==> config.mk <==
export PLATFORM = sky130hd
export DESIGN_NAME = phase_sequencer_flat
export DESIGN_NICKNAME = d
export VERILOG_FILES = /design/src/rtl/phase_sequencer_if.sv /design/src/rtl/phase_sequencer.sv /design/src/flat_wrapper.sv
export SDC_FILE = /design/constraint.sdc
export NUM_CORES = 1
export LEC_CHECK = 0
export ABC_CLOCK_PERIOD_IN_PS = 2900
export CORE_AREA = 4 4 68 70
export DETAILED_ROUTE_END_ITERATION = 8
export DIE_AREA = 0 0 72 74
export HOLD_SLACK_MARGIN = 0.05
export PLACE_DENSITY = 0.74
export SYNTH_ARGS = -nofsm -noshare
export SYNTH_HDL_FRONTEND = slang
export SYNTH_SLANG_ARGS = --single-unit
==> constraint.sdc <==
create_clock -name clk -period 2.9 [get_ports clk]
set_clock_uncertainty 0.1 [all_clocks]
set_input_delay 0.435 -clock clk [delete_from_list [all_inputs] [get_ports clk]]
set_output_delay 0.435 -clock clk [all_outputs]
set_load 0.03 [all_outputs]
==> src/rtl/phase_sequencer_if.sv <==
// Bus between the phase sequencer and its datapath/memory environment.
// mem_e/mem_ready: mem_e is held as the request and the access completes on the first cycle where mem_e and mem_ready are both 1.
interface phase_sequencer_if #(
    parameter int CW = 16
);
    logic          run;
    logic          mem_ready;
    logic [15:0]   instruction;
    logic          S;
    logic          Z;
    logic          C;
    logic          V;
    logic [2:0]    phase;
    logic          busy;
    logic          halted;
    logic          ir_e;
    logic          ar_e;
    logic          br_e;
    logic          aluc_e;
    logic          flag_e;
    logic          mem_e;
    logic          mem_w;
    logic          genr_w;
    logic          pc_e;
    logic          jump;
    logic          illegal;
    logic [CW-1:0] retired;
    logic [1:0]    fsm_state;

    modport master (
        output run, mem_ready, instruction, S, Z, C, V,
        input  phase, busy, halted, ir_e, ar_e, br_e, aluc_e, flag_e,
               mem_e, mem_w, genr_w, pc_e, jump, illegal, retired, fsm_state
    );

    modport slave (
        input  run, mem_ready, instruction, S, Z, C, V,
        output phase, busy, halted, ir_e, ar_e, br_e, aluc_e, flag_e,
               mem_e, mem_w, genr_w, pc_e, jump, illegal, retired, fsm_state
    );
endinterface

==> src/rtl/phase_sequencer.sv <==
// Multi-phase instruction sequencer: steps NPH phases per instruction, decodes the
// instruction class at phase 1 and drives the datapath strobes from registered state.
module phase_sequencer #(
    parameter int NPH = 5,
    parameter int CW  = 16
) (
    input  logic               clk,
    input  logic               rst,
    phase_sequencer_if.slave   bus
);
    typedef enum logic [1:0] {
        IDLE = 2'd0,
        RUN  = 2'd1,
        HALT = 2'd2
    } state_t;

    typedef enum logic [3:0] {
        CL_NOP, CL_ALUWB, CL_CMP, CL_IN, CL_OUT, CL_HLT, CL_LD, CL_ST,
        CL_LI, CL_B, CL_BE, CL_BLT, CL_BLE, CL_BNE, CL_ILL
    } class_t;

    localparam logic [2:0] LAST = 3'(NPH - 1);

    state_t        state;
    logic [2:0]    phase_q;
    class_t        cls;
    logic          taken;
    logic [CW-1:0] retired_q;
    logic          stall;
    logic          unused_inputs;

    function automatic class_t decode(input logic [15:0] ins);
        class_t c;
        c = CL_ILL;
        case (ins[15:14])
            2'b11: begin
                case (ins[7:4])
                    4'h0, 4'h1, 4'h2, 4'h3, 4'h4, 4'h6,
                    4'h8, 4'h9, 4'hA, 4'hB: c = CL_ALUWB;
                    4'h5:                   c = CL_CMP;
                    4'hC:                   c = CL_IN;
                    4'hD:                   c = CL_OUT;
                    4'hF:                   c = CL_HLT;
                    default:                c = CL_ILL;
                endcase
            end
            2'b00: c = CL_LD;
            2'b01: c = CL_ST;
            default: begin
                if (ins[13:11] == 3'b000)
                    c = CL_LI;
                else if (ins[13:11] == 3'b100)
                    c = CL_B;
                else if (ins[13:11] == 3'b111) begin
                    case (ins[10:8])
                        3'b000:  c = CL_BE;
                        3'b001:  c = CL_BLT;
                        3'b010:  c = CL_BLE;
                        3'b011:  c = CL_BNE;
                        default: c = CL_ILL;
                    endcase
                end
            end
        endcase
        return c;
    endfunction

    function automatic logic branch_taken(input class_t c, input logic s, input logic z, input logic v);
        logic t;
        case (c)
            CL_B:    t = 1'b1;
            CL_BE:   t = z;
            CL_BLT:  t = s ^ v;
            CL_BLE:  t = z | (s ^ v);
            CL_BNE:  t = ~z;
            default: t = 1'b0;
        endcase
        return t;
    endfunction

    // The C flag and the low instruction nibble play no part in sequencing.
    assign unused_inputs = ^{bus.C, bus.instruction[3:0]};

    assign stall = bus.mem_e & ~bus.mem_ready;

    always_ff @(posedge clk or posedge rst) begin
        if (rst) begin
            state     <= IDLE;
            phase_q   <= 3'd0;
            cls       <= CL_NOP;
            taken     <= 1'b0;
            retired_q <= '0;
        end else begin
            case (state)
                IDLE, HALT: begin
                    if (bus.run) begin
                        state   <= RUN;
                        phase_q <= 3'd0;
                    end
                end
                RUN: begin
                    if (phase_q == 3'd1) begin
                        cls   <= decode(bus.instruction);
                        taken <= branch_taken(decode(bus.instruction), bus.S, bus.Z, bus.V);
                    end
                    if (!stall) begin
                        if (phase_q == LAST) begin
                            phase_q   <= 3'd0;
                            retired_q <= retired_q + CW'(1);
                            if (cls == CL_HLT)
                                state <= HALT;
                        end else begin
                            phase_q <= phase_q + 3'd1;
                        end
                    end
                end
                default: state <= IDLE;
            endcase
        end
    end

    always_comb begin
        bus.ir_e    = 1'b0;
        bus.ar_e    = 1'b0;
        bus.br_e    = 1'b0;
        bus.aluc_e  = 1'b0;
        bus.flag_e  = 1'b0;
        bus.mem_e   = 1'b0;
        bus.mem_w   = 1'b0;
        bus.genr_w  = 1'b0;
        bus.pc_e    = 1'b0;
        bus.jump    = 1'b0;
        bus.illegal = 1'b0;
        if (state == RUN) begin
            if (phase_q == 3'd0)
                bus.ir_e = 1'b1;
            if (phase_q == 3'd1) begin
                bus.ar_e = 1'b1;
                bus.br_e = 1'b1;
            end
            if (phase_q == 3'd2) begin
                bus.aluc_e = cls inside {CL_ALUWB, CL_CMP, CL_LD, CL_ST,
                                         CL_B, CL_BE, CL_BLT, CL_BLE, CL_BNE};
                bus.flag_e = cls inside {CL_ALUWB, CL_CMP};
            end
            if (phase_q == 3'd3) begin
                bus.mem_e = cls inside {CL_LD, CL_ST, CL_IN};
                bus.mem_w = (cls == CL_ST);
            end
            // A halting instruction leaves the PC pointing at itself.
            if (phase_q == LAST) begin
                bus.pc_e    = (cls != CL_HLT);
                bus.genr_w  = cls inside {CL_ALUWB, CL_IN, CL_LD, CL_LI};
                bus.jump    = taken;
                bus.illegal = (cls == CL_ILL);
            end
        end
    end

    assign bus.phase     = phase_q;
    assign bus.busy      = (state == RUN);
    assign bus.halted    = (state == HALT);
    assign bus.retired   = retired_q;
    assign bus.fsm_state = state;
endmodule
==> src/flat_wrapper.sv <==
// flat-port wrapper written by rule: the top's interface ports become plain ports
module phase_sequencer_flat 
#(
    parameter int NPH = 5,
    parameter int CW  = 16
)
  (clk, rst, bus_run, bus_mem_ready, bus_instruction, bus_S, bus_Z, bus_C, bus_V, bus_phase, bus_busy, bus_halted, bus_ir_e, bus_ar_e, bus_br_e, bus_aluc_e, bus_flag_e, bus_mem_e, bus_mem_w, bus_genr_w, bus_pc_e, bus_jump, bus_illegal, bus_retired, bus_fsm_state);
  phase_sequencer_if #(.CW(CW)) bus_i ();
  input  logic clk;
  input  logic rst;
  input wire logic [$bits(bus_i.run)-1:0] bus_run;
  input wire logic [$bits(bus_i.mem_ready)-1:0] bus_mem_ready;
  input wire logic [$bits(bus_i.instruction)-1:0] bus_instruction;
  input wire logic [$bits(bus_i.S)-1:0] bus_S;
  input wire logic [$bits(bus_i.Z)-1:0] bus_Z;
  input wire logic [$bits(bus_i.C)-1:0] bus_C;
  input wire logic [$bits(bus_i.V)-1:0] bus_V;
  output wire logic [$bits(bus_i.phase)-1:0] bus_phase;
  output wire logic [$bits(bus_i.busy)-1:0] bus_busy;
  output wire logic [$bits(bus_i.halted)-1:0] bus_halted;
  output wire logic [$bits(bus_i.ir_e)-1:0] bus_ir_e;
  output wire logic [$bits(bus_i.ar_e)-1:0] bus_ar_e;
  output wire logic [$bits(bus_i.br_e)-1:0] bus_br_e;
  output wire logic [$bits(bus_i.aluc_e)-1:0] bus_aluc_e;
  output wire logic [$bits(bus_i.flag_e)-1:0] bus_flag_e;
  output wire logic [$bits(bus_i.mem_e)-1:0] bus_mem_e;
  output wire logic [$bits(bus_i.mem_w)-1:0] bus_mem_w;
  output wire logic [$bits(bus_i.genr_w)-1:0] bus_genr_w;
  output wire logic [$bits(bus_i.pc_e)-1:0] bus_pc_e;
  output wire logic [$bits(bus_i.jump)-1:0] bus_jump;
  output wire logic [$bits(bus_i.illegal)-1:0] bus_illegal;
  output wire logic [$bits(bus_i.retired)-1:0] bus_retired;
  output wire logic [$bits(bus_i.fsm_state)-1:0] bus_fsm_state;
  assign bus_i.run = bus_run;
  assign bus_i.mem_ready = bus_mem_ready;
  assign bus_i.instruction = bus_instruction;
  assign bus_i.S = bus_S;
  assign bus_i.Z = bus_Z;
  assign bus_i.C = bus_C;
  assign bus_i.V = bus_V;
  assign bus_phase = bus_i.phase;
  assign bus_busy = bus_i.busy;
  assign bus_halted = bus_i.halted;
  assign bus_ir_e = bus_i.ir_e;
  assign bus_ar_e = bus_i.ar_e;
  assign bus_br_e = bus_i.br_e;
  assign bus_aluc_e = bus_i.aluc_e;
  assign bus_flag_e = bus_i.flag_e;
  assign bus_mem_e = bus_i.mem_e;
  assign bus_mem_w = bus_i.mem_w;
  assign bus_genr_w = bus_i.genr_w;
  assign bus_pc_e = bus_i.pc_e;
  assign bus_jump = bus_i.jump;
  assign bus_illegal = bus_i.illegal;
  assign bus_retired = bus_i.retired;
  assign bus_fsm_state = bus_i.fsm_state;
  phase_sequencer #(.NPH(NPH), .CW(CW)) u_core (.clk(clk), .rst(rst), .bus(bus_i));
endmodule
==> metrics.cfg <==
[timing]
setup_ws_ns = 0.1449
layout_min_cycle_time_ns = 2.755
finalSetupViolCount = 0
hold_violations = 0
whs_ns = 0.3707
slew_headroom = 0.7744
finalCritPeriodShare = 0.9500
fmax_ghz = 0.3630
worst_slew_pin_slew_ns = 0.3349
drv_slew = 0
fin_setup_tns_ns = 0
rsz0062_at_grt = no

[hold_path]
holdPathStages = 1
hold_path.class = flop to flop

[yosys]
synth-seq-cells = 26
synth_warnings = 0
synth_top_area_frac = 0.3644
netlist_top_cells_area = dfrtp_1 36%, ha_1 6.3%, xnor2_1 4.4%
ys_seq_area_frac = 0.3644
synthCells = 184
synth_ff_type = dfrtp_1
yosysTopAreaCell = dfrtp_1
ys_types = 52
synth_area_per_cell_um2 = 9.704
syn-num-nets = 217
synthArstFlopShare = 1.000
synth_area_um2 = 1785
synth_edf_count = 0

[detailed_routing]
routed-via-count = 1505
drt_iter0_markers = 62
post-route-drc-count = 0
drtPass1Iterations = 4
wl_um = 3802
detail_route.wl_per_cell_um = 13.25
ant_nets = 0
vias_per_cell = 5.244

[cts]
path_clk_slew_ns = 0.09
worst_skew_pair.late_latency_ns = 0.27
numCtsBuffers = 3
cts_tree = built
htreeDepth = 1
ctsLongestPathBuffers = 2
cts-resized-gates = 0
clockRootBuffer = clkbuf_8
ctsHoldBuffers = 0
clkSinkCount = 26
postCtsSetupRepairBufs = 0

[critical_path]
critPathArrivalTime_ns = 2.22
required_ns = 2.37
critPathLaunchType = flop
reg2regPathDepth = 7
endpoint_kind = primary output
worstSetupPathType = flop to primary output
crit_path_max_fanout = 7

[floorplan]
fp.dieH_um = 74
coreArea_um2 = 3971
die_w_um = 72
dieArea_um2 = 5328
fp-row-count = 23
ioPinCount = 58
start_util = 0.4496

[grt]
grt_remaining_overflow = 0
first_global_vias = 1406
grt_pass1_wl_um = 6237
grt_max_degree = 27
antenna_found_initial = 0
gr-usage-all-layers = 0.1459

[pwr]
power_density_nw_per_um2 = 793.0
power_mw = 1.916
peakVddDrop_mv = 0.4824
p_leak_nw = 1.039

[placement]
place_congestion = 0.7241
place_area_um2 = 2340
pre_cts_slack_ns = 0.3277
io_buffers = 52
dp_hpwl_um = 2949

[finish]
fin_area_um2 = 2416
syn_to_final_growth_pct = 35.32
n_antenna_cell = 0
layout_common_cells = 50 x clkdlybuf4s50_1, 26 x dfrtp_1, 19 x nand2_1, 12 x inv_1, 10 x nor2_1
layout_commonest_cell = clkdlybuf4s50_1
finalNetCount = 271
fillers = 356
drive_above_1_share = 0.1139

[job]
maxCapViolCount = 0

[outcome]
status = finished, final reports clean

## layout make-up
type	count	area (um^2)	share of cell area
clock inverter	1	30.03	0.01243
multi-input combinational	140	1039	0.4298
timing repair buffer	55	548.0	0.2268
sequential	26	650.6	0.2693
tap	50	62.56	0.02589
inverter	12	45.04	0.01864
clock buffer	3	41.29	0.01709
## critical path, stage by stage, from the launching register on
cell,delay (ns)
dfrtp_1,0.47
ha_1,0.19
ha_1,0.15
and4b_4,0.28
and3_2,0.19
clkdlybuf4s50_1,0.66
## routing by layer
metal / share of wire / vias to the layer above / routed length, um / track usage
li1: - / 759 / - / -
met1: 0.46 / 705 / 1749 / 0.1922
met2: 0.49 / 37 / 1859 / 0.2520
met3: 0.041 / 4 / 154 / 0.01892
met4: 0.010 / 0 / 39 / 0.04384
met5: 0 / - / 0 / 0
## sequential cells by signal (all words and copies together) (netlist names)
name / cells
u_core.bus.fsm_state: 2
u_core.bus.phase: 3
u_core.bus.retired: 16
u_core.cls: 4
u_core.taken: 1
## final timing paths
path | startpoint | endpoint | slack [ns]
max | u_core.bus.phase[0] | bus_mem_w | 0.14
min reg2reg | u_core.bus.retired[15] | u_core.bus.retired[15] | 0.37
min | u_core.bus.retired[15] | u_core.bus.retired[15] | 0.37
max in group asynchronous | rst | u_core.bus.retired[2] | 2.02
max reg2reg | u_core.bus.phase[0] | u_core.bus.retired[12] | 0.67
min in group asynchronous | rst | u_core.bus.retired[12] | 0.42
## where the power goes
part / internal, mW / leakage (nW) / switching [mW]
Clock: 0.185 / 0.0357 / 0.115
Combinational: 0.471 / 0.694 / 0.535
Sequential: 0.452 / 0.309 / 0.158
Total: 1.11 / 1.04 / 0.808
## synthesized netlist by cell type (all sizes together), types with 3 or more instances
cell   instances
nand3          6
xor2           9
inv           12
and2           5
nor2b          5
and3           5
nand4          3
o21ai          5
nand2         19
a22o           4
nor2          12
a21o           3
xnor2          9
buf            5
ha             9
o21ba          3
a31oi          4
mux2           5
dfrtp         26
nor3           5
## logic make-up (layout without fill, tap and decap cells)
| family | count (synthesis) | in the layout | synth area share |
|---|---|---|---|
| and+or+nand+nor | 71 | 71 | 0.2243 |
| AOI/OAI and AO/OA | 36 | 36 | 0.1654 |
| DFF | 26 | 26 | 0.3644 |
| xor gates and xnor gates | 18 | 18 | 0.08830 |
| buffers and inverters | 18 | 71 | 0.05746 |
| adders and majority gates | 9 | 9 | 0.06307 |
| muxes | 6 | 6 | 0.03714 |
## stage by stage
stage | cells | utilization
finish | 287 | 0.6084
global route | 287 | 0.6084
CTS | 287 | 0.6071
detailed placement | 283 | 0.5892
global placement | 283 | 0.5892
floorplan | 184 | -
No activity file was read; power rests on OpenSTA's default activity.
